===== config.mk =====
export PLATFORM = sky130hd
export DESIGN_NAME = alu_seq
export DESIGN_NICKNAME = d
export VERILOG_FILES = /design/src/rtl/alu_seq.sv
export SDC_FILE = /design/constraint.sdc
export NUM_CORES = 1
export LEC_CHECK = 0
export ABC_AREA = 1
export CORE_AREA = 2 2 78 80
export DETAILED_ROUTE_END_ITERATION = 8
export DIE_AREA = 0 0 80 82
export HOLD_SLACK_MARGIN = 0.05
export MAX_ROUTING_LAYER = met4
export PLACE_DENSITY = 0.82
export SETUP_SLACK_MARGIN = 0.2
export SLEW_MARGIN = 20
export SYNTH_ARGS = -nofsm -noshare
export SYNTH_HDL_FRONTEND = slang
export SYNTH_SLANG_ARGS = --single-unit

===== constraint.sdc =====
create_clock -name clk_i -period 6 [get_ports clk_i]
set_clock_uncertainty 0.15 [all_clocks]
set_input_delay 1.8 -clock clk_i [delete_from_list [all_inputs] [get_ports clk_i]]
set_output_delay 1.8 -clock clk_i [all_outputs]
set_load 0.005 [all_outputs]

===== src/rtl/alu_seq.sv =====
// alu_seq: registered ALU returning a result plus N/V/Z/C flags and a one-cycle
// done strobe. Operands are captured on an accepted start and the result is
// committed one edge later (binary ops) or after WIDTH/4 nibble steps (decimal
// ADC/SBC). Decimal mode is built only when ALU_SEQ_BCD_EN is defined; without
// it bcd_i is ignored and busy_o is tied low.
module alu_seq #(
  parameter int WIDTH = 8
) (
  input  logic             clk_i,
  input  logic             reset_i,
  input  logic             start_i,
  input  logic [WIDTH-1:0] a_i,
  input  logic [WIDTH-1:0] b_i,
  input  logic [3:0]       op_i,
  input  logic             c_in_i,
  input  logic             bcd_i,
  output logic             busy_o,
  output logic             done_o,
  output logic [WIDTH-1:0] y_o,
  output logic             zero_o,
  output logic             negative_o,
  output logic             overflow_o,
  output logic             c_out_o
);

  localparam int MSB = WIDTH - 1;

  localparam logic [3:0] OP_ADC = 4'h0;
  localparam logic [3:0] OP_SBC = 4'h1;
  localparam logic [3:0] OP_OR  = 4'h2;
  localparam logic [3:0] OP_AND = 4'h3;
  localparam logic [3:0] OP_EOR = 4'h4;
  localparam logic [3:0] OP_INC = 4'h5;
  localparam logic [3:0] OP_DEC = 4'h6;
  localparam logic [3:0] OP_ASL = 4'h7;
  localparam logic [3:0] OP_ROL = 4'h8;
  localparam logic [3:0] OP_ROR = 4'h9;
  localparam logic [3:0] OP_LSR = 4'hA;
  localparam logic [3:0] OP_BIT = 4'hB;
  localparam logic [3:0] OP_CMP = 4'hC;

  // captured operation
  logic [WIDTH-1:0] a_q, a_d, b_q, b_d;
  logic [3:0]       op_q, op_d;
  logic             cin_q, cin_d;
  logic             pend_q, pend_d;   // binary op captured, commits next edge

  // architectural outputs
  logic [WIDTH-1:0] y_q, y_d;
  logic             z_q, z_d, n_q, n_d, v_q, v_d, c_q, c_d;
  logic             done_q, done_d;

  // binary datapath on the captured operands
  logic [WIDTH:0]   sum_w, sbc_w, cmp_w;
  logic [WIDTH-1:0] by;
  logic             bz, bn, bv, bc;

`ifdef ALU_SEQ_BCD_EN
  // state     | meaning
  // S_IDLE    | ready; start accepted
  // S_DEC_NIB | decimal ADC/SBC, one nibble (k_q) per cycle, LSB first
  typedef enum logic {S_IDLE, S_DEC_NIB} state_t;

  localparam int NIB = WIDTH / 4;
  localparam int KW  = $clog2(NIB);
  localparam logic [KW-1:0] K_LAST = KW'(NIB - 1);

  state_t           state_q, state_d;
  logic [KW-1:0]    k_q, k_d;
  logic             cy_q, cy_d;       // carry (ADC) or borrow (SBC) between nibbles
  logic [WIDTH-1:0] part_q, part_d;   // corrected result built so far

  logic [3:0]       a_nib, b_nib, nib_res;
  logic [4:0]       nib_s;
  logic             nib_cy;
  logic [WIDTH-1:0] part_nx;

  assign busy_o = (state_q == S_DEC_NIB);

  // One decimal digit step: add/subtract with a 6 correction when the digit leaves 0..9
  always_comb begin
    a_nib = a_q[4*k_q +: 4];
    b_nib = b_q[4*k_q +: 4];
    if (op_q == OP_SBC) begin
      nib_s   = {1'b0, b_nib} - {1'b0, a_nib} - {4'b0000, cy_q};
      nib_cy  = nib_s[4];
      nib_res = nib_s[4] ? (nib_s[3:0] - 4'd6) : nib_s[3:0];
    end else begin
      nib_s   = {1'b0, a_nib} + {1'b0, b_nib} + {4'b0000, cy_q};
      nib_cy  = (nib_s > 5'd9);
      nib_res = nib_cy ? (nib_s[3:0] + 4'd6) : nib_s[3:0];
    end
    part_nx = part_q;
    part_nx[4*k_q +: 4] = nib_res;
  end
`else
  logic unused_bcd;
  assign unused_bcd = bcd_i;
  assign busy_o     = 1'b0;
`endif

  // Binary result and flags; decimal overflow is also taken from here
  always_comb begin
    sum_w = {1'b0, a_q} + {1'b0, b_q} + {{WIDTH{1'b0}}, cin_q};
    sbc_w = {1'b0, b_q} - {1'b0, a_q} - {{WIDTH{1'b0}}, ~cin_q};
    cmp_w = {1'b0, b_q} - {1'b0, a_q};
    by = '0;
    bc = 1'b0;
    bv = 1'b0;
    case (op_q)
      OP_ADC: begin
        by = sum_w[MSB:0];
        bc = sum_w[WIDTH];
        bv = (a_q[MSB] == b_q[MSB]) & (sum_w[MSB] != a_q[MSB]);
      end
      OP_SBC: begin
        by = sbc_w[MSB:0];
        bc = ~sbc_w[WIDTH];
        bv = (a_q[MSB] != b_q[MSB]) & (sbc_w[MSB] != b_q[MSB]);
      end
      OP_OR:  begin by = a_q | b_q; bc = cin_q; end
      OP_AND: begin by = a_q & b_q; bc = cin_q; end
      OP_EOR: begin by = a_q ^ b_q; bc = cin_q; end
      OP_INC: begin by = a_q + 1'b1; bc = cin_q; end
      OP_DEC: begin by = a_q - 1'b1; bc = cin_q; end
      OP_ASL: begin by = {a_q[MSB-1:0], 1'b0};  bc = a_q[MSB]; end
      OP_ROL: begin by = {a_q[MSB-1:0], cin_q}; bc = a_q[MSB]; end
      OP_ROR: begin by = {cin_q, a_q[MSB:1]};   bc = a_q[0];   end
      OP_LSR: begin by = {1'b0, a_q[MSB:1]};    bc = a_q[0];   end
      OP_BIT: begin by = a_q & b_q; bc = cin_q; end
      OP_CMP: begin by = cmp_w[MSB:0]; bc = ~cmp_w[WIDTH]; end
      default: ;
    endcase
    bz = (by == '0);
    bn = by[MSB];
    if (op_q == OP_BIT) begin
      bz = ((a_q & b_q) == '0);
      bn = b_q[MSB];
      bv = b_q[MSB-1];
    end
  end

  // Next state: capture on start, commit binary or step the nibble FSM
  always_comb begin
    a_d    = a_q;
    b_d    = b_q;
    op_d   = op_q;
    cin_d  = cin_q;
    pend_d = 1'b0;
    done_d = 1'b0;
    y_d    = y_q;
    z_d    = z_q;
    n_d    = n_q;
    v_d    = v_q;
    c_d    = c_q;
`ifdef ALU_SEQ_BCD_EN
    state_d = state_q;
    k_d     = k_q;
    cy_d    = cy_q;
    part_d  = part_q;
`endif
    if (pend_q) begin
      y_d    = by;
      z_d    = bz;
      n_d    = bn;
      v_d    = bv;
      c_d    = bc;
      done_d = 1'b1;
    end
`ifdef ALU_SEQ_BCD_EN
    if (state_q == S_DEC_NIB) begin
      part_d = part_nx;
      cy_d   = nib_cy;
      k_d    = k_q + 1'b1;
      if (k_q == K_LAST) begin
        y_d     = part_nx;
        z_d     = (part_nx == '0);
        n_d     = part_nx[MSB];
        v_d     = bv;
        c_d     = (op_q == OP_SBC) ? ~nib_cy : nib_cy;
        done_d  = 1'b1;
        state_d = S_IDLE;
      end
    end else if (start_i) begin
      a_d   = a_i;
      b_d   = b_i;
      op_d  = op_i;
      cin_d = c_in_i;
      if (bcd_i && (op_i == OP_ADC || op_i == OP_SBC)) begin
        state_d = S_DEC_NIB;
        k_d     = '0;
        part_d  = '0;
        cy_d    = (op_i == OP_SBC) ? ~c_in_i : c_in_i;
      end else begin
        pend_d = 1'b1;
      end
    end
`else
    if (start_i) begin
      a_d    = a_i;
      b_d    = b_i;
      op_d   = op_i;
      cin_d  = c_in_i;
      pend_d = 1'b1;
    end
`endif
  end

  // State registers; reset aborts any operation in flight
  always_ff @(posedge clk_i or posedge reset_i) begin
    if (reset_i) begin
      a_q    <= '0;
      b_q    <= '0;
      op_q   <= '0;
      cin_q  <= 1'b0;
      pend_q <= 1'b0;
      done_q <= 1'b0;
      y_q    <= '0;
      z_q    <= 1'b0;
      n_q    <= 1'b0;
      v_q    <= 1'b0;
      c_q    <= 1'b0;
`ifdef ALU_SEQ_BCD_EN
      state_q <= S_IDLE;
      k_q     <= '0;
      cy_q    <= 1'b0;
      part_q  <= '0;
`endif
    end else begin
      a_q    <= a_d;
      b_q    <= b_d;
      op_q   <= op_d;
      cin_q  <= cin_d;
      pend_q <= pend_d;
      done_q <= done_d;
      y_q    <= y_d;
      z_q    <= z_d;
      n_q    <= n_d;
      v_q    <= v_d;
      c_q    <= c_d;
`ifdef ALU_SEQ_BCD_EN
      state_q <= state_d;
      k_q     <= k_d;
      cy_q    <= cy_d;
      part_q  <= part_d;
`endif
    end
  end

  assign done_o     = done_q;
  assign y_o        = y_q;
  assign zero_o     = z_q;
  assign negative_o = n_q;
  assign overflow_o = v_q;
  assign c_out_o    = c_q;

endmodule

======== Yosys cells after proc, flatten, opt, wreduce, memory -nomap -nowiden ========
Index checks and enable logic that the tools add are counted.
word-level totals
  flip-flop bits (word level) ............. 35
  input bits .............................. 25
  output and inout bits ................... 14
  word-level logic and storage cells ...... 56
cells by class
  add/sub/neg operators ................... 6
  equal/unequal tests ..................... 16
  muxes and demuxes ....................... 8
  bitwise logic cells ..................... 8
  reduce and logical (&&, ||, !) cells .... 7
operators by type and width
  cell                                                                   count
  8-bit one-hot mux with 12 select lines                                 1
  4-bit equality test, second input constant                             5
  4-bit by 3-bit equality test with 1-bit output, second input constant  4
  8-bit logical NOT                                                      2
  8-bit by 8-bit adder with 9-bit output                                 1
  9-bit by 1-bit adder with 9-bit output                                 1
  8-bit by 8-bit subtractor with 9-bit output                            1
  9-bit by 1-bit subtractor with 9-bit output                            1
  8-bit by 1-bit adder with 8-bit output, second input constant          1
  8-bit bitwise AND                                                      1
  4-bit by 2-bit equality test with 1-bit output, second input constant  2
  8-bit OR                                                               1
  8-bit by 1-bit subtractor with 8-bit output, second input constant     1
  8-bit bitwise XOR                                                      1
  1-bit one-hot mux with 6 select lines                                  1
  2-bit OR reduction                                                     3
  6-bit OR reduction                                                     1
  1-bit 2-to-1 mux                                                       5
  4-bit by 1-bit equality test with 1-bit output, second input constant  1
  4-bit logical NOT                                                      1
  1-bit inequality test                                                  3
  1-bit NOT                                                              3
  1-bit bitwise AND                                                      2
  1-bit one-hot mux with 2 select lines                                  1
  1-bit equality test                                                    1

======== Logic depth before layout (Yosys ltp) ========
  depth after elaboration ................. 6
  depth in mapped cells ................... 19
  gate-level depth less buffers ........... 19

======== Worst setup path before layout ========
Ideal clock, no wire load.
  kind .................................... register to register
  start ................................... register a_q[0]
  end ..................................... register z_q (netlist: zero_o)
  arrival ................................. 2,166 ps
  data required time ...................... 5,732 ps
  path slack .............................. 3,566 ps
  cell stages (with the launch flop) ...... 17
  path buffers ............................ 0
  clock period less this slack ............ 2,434 ps
  path through ............................ dfrtp_1 > ha_1 > inv_1 > fa_1 > inv_1 > ha_1 > inv_1 > nor2_1 > nand2_1 > nor2_1 > nand2_1 > nand2_1 > nand3_1 > nand2_1 > nor2_2 > nand4_1 > nand2_1
between the ends
  word-level cells in the longest chain between the ends .. 5
  elaborated cells on any way between the ends .. 13
  classes of those cells .................. add/sub: 6; mux: 2; bitwise: 3; reduce/logical: 2
ends and longest elaborated chain
  element                                                                                                line           source
  start, declared                                                                                        43             logic [WIDTH-1:0] a_q, a_d, b_q, b_d;
  start signal, assigned                                                                                 212            a_q <= '0;
  start signal, assigned                                                                                 230            a_q <= a_d;
  8-bit by 8-bit subtractor with 9-bit output or 8-bit by 8-bit adder with 9-bit output (tied branches)  105, 106, 104
  9-bit by 1-bit subtractor with 9-bit output or 9-bit by 1-bit adder with 9-bit output (tied branches)  105, 104
  8-bit one-hot mux with 12 select lines                                                                 110            case (op_q)
  8-bit logical NOT                                                                                      134            bz = (by == '0);
  1-bit 2-to-1 mux (*)                                                                                   136            if (op_q == OP_BIT) begin
  end signal, assigned                                                                                   237            z_q <= z_d;
  end, declared                                                                                          50             logic z_q, z_d, n_q, n_d, v_q, v_d, c_q, c_d;
Mark *: on every way between the ends. The rest lies on a longest branch, timed or not.
A chain may end at the register's enable or synchronous reset.

======== Worst setup path in the final report ========
  start ................................... register y_q[2] (netlist: y_o[2])
  end ..................................... output y_o[2]
RTL lines
  element                 line  source
  start, declared         49    logic [WIDTH-1:0] y_q, y_d;
  start signal, assigned  236   y_q <= y_d;
  end, declared           19    output logic [WIDTH-1:0] y_o,
No word-level cell between the ends.

==> flow_summary.ini <==
[cts]
cts_tree = done
cts.htree.levels = 2
hold_buffers = 0
cts-buffers-inserted = 5
post_cts_buffers = 0
cts_root_buf = clkbuf_8
clock_latency_ns = 0.29
postCtsResizedCells = 0
cts.sinks = 35
clockBufferDepth = 2
clk_pin_slew_worst_paths_ns = 0.09

[setup_path]
r2r_start = a_q[0]
worst-setup-path-type = flop to primary output
startpoint_type = flop
critPathBufInv = 1
critPathMaxStageDelay_ns = 0.51
cp.depth = 1
r2r_setup_slack_ns = 3.08
cp-end-kind = primary output
crit_required_ns = 4.05
arrival_ns = 1.18
cp_cell_sequence = clkdlybuf4s50_1
critPathTopFamily = buffers and inverters
crit_slowest_cell = clkdlybuf4s50_1
crit_fanout = 2
worstReg2RegEnd = zero_o
r2r_cells = 16

[synth]
synth_seq_cells = 35
syn_inst = 541
ys_types = 29
synth.area.mux_share = 0
syn_area_per_cell_um2 = 6.32
syn-cell-area_um2 = 3420
yosys_warnings = 0
synthSimpleGateAreaFrac = 0.383
yosysTopAreaCell = dfrtp_1
yosys.area_share.xor_xnor = 0.00512
synth_compound_area_frac = 0.116
synth.area.top_cells = dfrtp_1 26%, nand2_1 20%, ha_1 12%, nand3_1 7.6%, inv_1 7.0%
synth_nets = 602
synth.top_cell.area_share = 0.256
ys_seq_area_frac = 0.256
synth_top_family_by_area = simple AND/OR/NAND/NOR gates
synth-adder-area-share = 0.140

[routing]
vias_per_cell = 5.51
num_vias = 3589
wire_per_inst_um = 14.9
first_pass_iters = 6
drtIter0Drc = 320
drc = 0
wirelength_um = 9710
ant_nets = 0

[power]
p_leak_nw = 2.03
switching_share = 0.430
peakVddDrop_mv = 0.153
clock_power_share = 0.193
cellPowerDensity_nw_per_um2 = 227
switching_power_w = 0.000382
p_int_w = 0.000506
p_seq_frac = 0.339
p_comb_frac = 0.468

[timing]
tightest_slew_ns = 0.567
fin_ws_ns = 2.87
fin_crit_sh = 0.521
setup-violations-final = 0
relSlewSlack = 0.621
final_max_slew_viol_count = 0
rsz0062_at_grt = no
max_freq_ghz = 0.320
final_hold_viol_count = 0
fin_setup_tns_ns = 0
fin_crit_ns = 3.13

[cells_and_area]
nets = 636
syn2layout_area_growth_pct = 14.3
drive_gt1_frac = 0.0694
diodes = 0
final_util = 0.681
final_cell_area_um2 = 3910
layout.cells.non_filler = 651
nFillCells = 533

[global_route]
grt_overflow = 0
grt_start_max_net_pins = 44
grt_pass1_wl_um = 15700
grt_pass1_vias = 3290
antenna_found_initial = 0
grt_usage = 0.320

[min_path]
hp-class = flop to flop
holdPathEnd = y_o[3]
hp-start = y_o[3]
whs_path_depth = 1

[die]
rows = 28
coreArea_um2 = 5750
fp.dieH_um = 82
die-area_um2 = 6560
start_util = 0.595
fp.dieW_um = 80
ios = 39

[placement]
hpwl_um = 7890
dp_slack_ns = 2.34
gp_congestion = 1.02
dp.cells = 643
place_area_um2 = 3830
portBuffers = 36

[status]
status = finished, final reports clean

[flow_run]
cap_violations = 0
[stage by stage]
| step | total power (W) | hold WS (ns) |
|---|---|---|
| CTS | 0.000885 | 0.338 |
| finish | 0.000888 | 0.331 |
| detailed placement | 0.000713 | 0.319 |
| global route | 0.000961 | 0.368 |
| floorplan | 0.000573 | 0.199 |
| global placement | 0.000702 | 0.311 |
[synth_stat cells (all sizes together)]
cell type	count
o21ai	46
buf	5
conb	1
a21oi	19
nand3	52
o21a	1
nand2	184
o22ai	3
or2	2
o211ai	2
nor3	6
ha	32
a21o	1
nand3b	2
fa	4
dfrtp	35
nand4	13
nor2	51
clkbuf	5
inv	75
xor2	2
[kinds of logic (layout without fill, tap and decap cells)]
kind of cell,count (synthesis),after routing
simple gates,310,310
buf+inv,85,120
compound gates,72,72
fa+ha+maj,36,36
flops,35,35
xor+xnor,2,2
other cells,1,1
[power by group through the flow]
| stage | registers, W | clock network [W] | logic (W) |
|---|---|---|---|
| 3_5_place_dp | 0.000305 | 0 | 0.000408 |
| 3_3_place_gp | 0.000302 | 0 | 0.000400 |
| 5_1_grt | 0.000305 | 0.000185 | 0.000471 |
| 2_1_floorplan | 0.000297 | 0 | 0.000276 |
| 4_1_cts | 0.000300 | 0.000174 | 0.000410 |
| 6_report | 0.000301 | 0.000171 | 0.000415 |
[flip-flops by register name, indices dropped and copies added (netlist names)]
name	flops
c_out_o	1
b_q	8
done_o	1
overflow_o	1
op_q	4
y_o	8
zero_o	1
negative_o	1
a_q	8
pend_q	1
cin_q	1
[area by class of cell]
class	instances	area, um2	area share
inverter	75	284	0.0726
tap	75	93.8	0.0240
clock buffer	6	72.6	0.0186
sequential	35	876	0.224
multi-input combinational	421	2210	0.565
timing repair buffer	37	363	0.0928
clock inverter	2	12.5	0.00320
[worst max path at each step]
| stage | slack, ns | endpoint | start |
|---|---|---|---|
| 4_1_cts | 2.66 | a_q[4] | start_i |
| 5_1_grt | 2.84 | y_o[2] | y_o[2] |
| 3_3_place_gp | 2.48 | op_q[0] | start_i |
| 6_report | 2.87 | y_o[2] | y_o[2] |
| 3_5_place_dp | 2.34 | a_q[4] | start_i |
| 2_1_floorplan | 3.27 | a_q[0] | reset_i |
[layout by cell type (no fill, tap or decap), drive strengths merged]
master         synthesis  routed
clkinv                 0       1
nor2                  51      51
o21ai                 46      46
nand3b                 2       2
nand2                184     184
clkdlybuf4s50          0      35
dfrtp                 35      35
buf                    5       2
nand4                 13      13
a21o                   1       1
inv                   75      75
ha                    32      32
xor2                   2       2
a21oi                 19      19
fa                     4       4
o211ai                 2       2
conb                   1       1
nor3                   6       6
o22ai                  3       3
or2                    2       2
o21a                   1       1
nand3                 52      52
clkbuf                 5       6
clkinvlp               0       1
[per-layer routing]
layer | part of all wire | vias up | GRT usage
li1 | - | 1796 | -
met1 | 0.44 | 1612 | 0.425
met2 | 0.46 | 165 | 0.516
met3 | 0.079 | 16 | 0.0505
met4 | 0.016 | 0 | 0.0780
met5 | 0 | - | -
No activity file was read; power rests on OpenSTA's default activity.
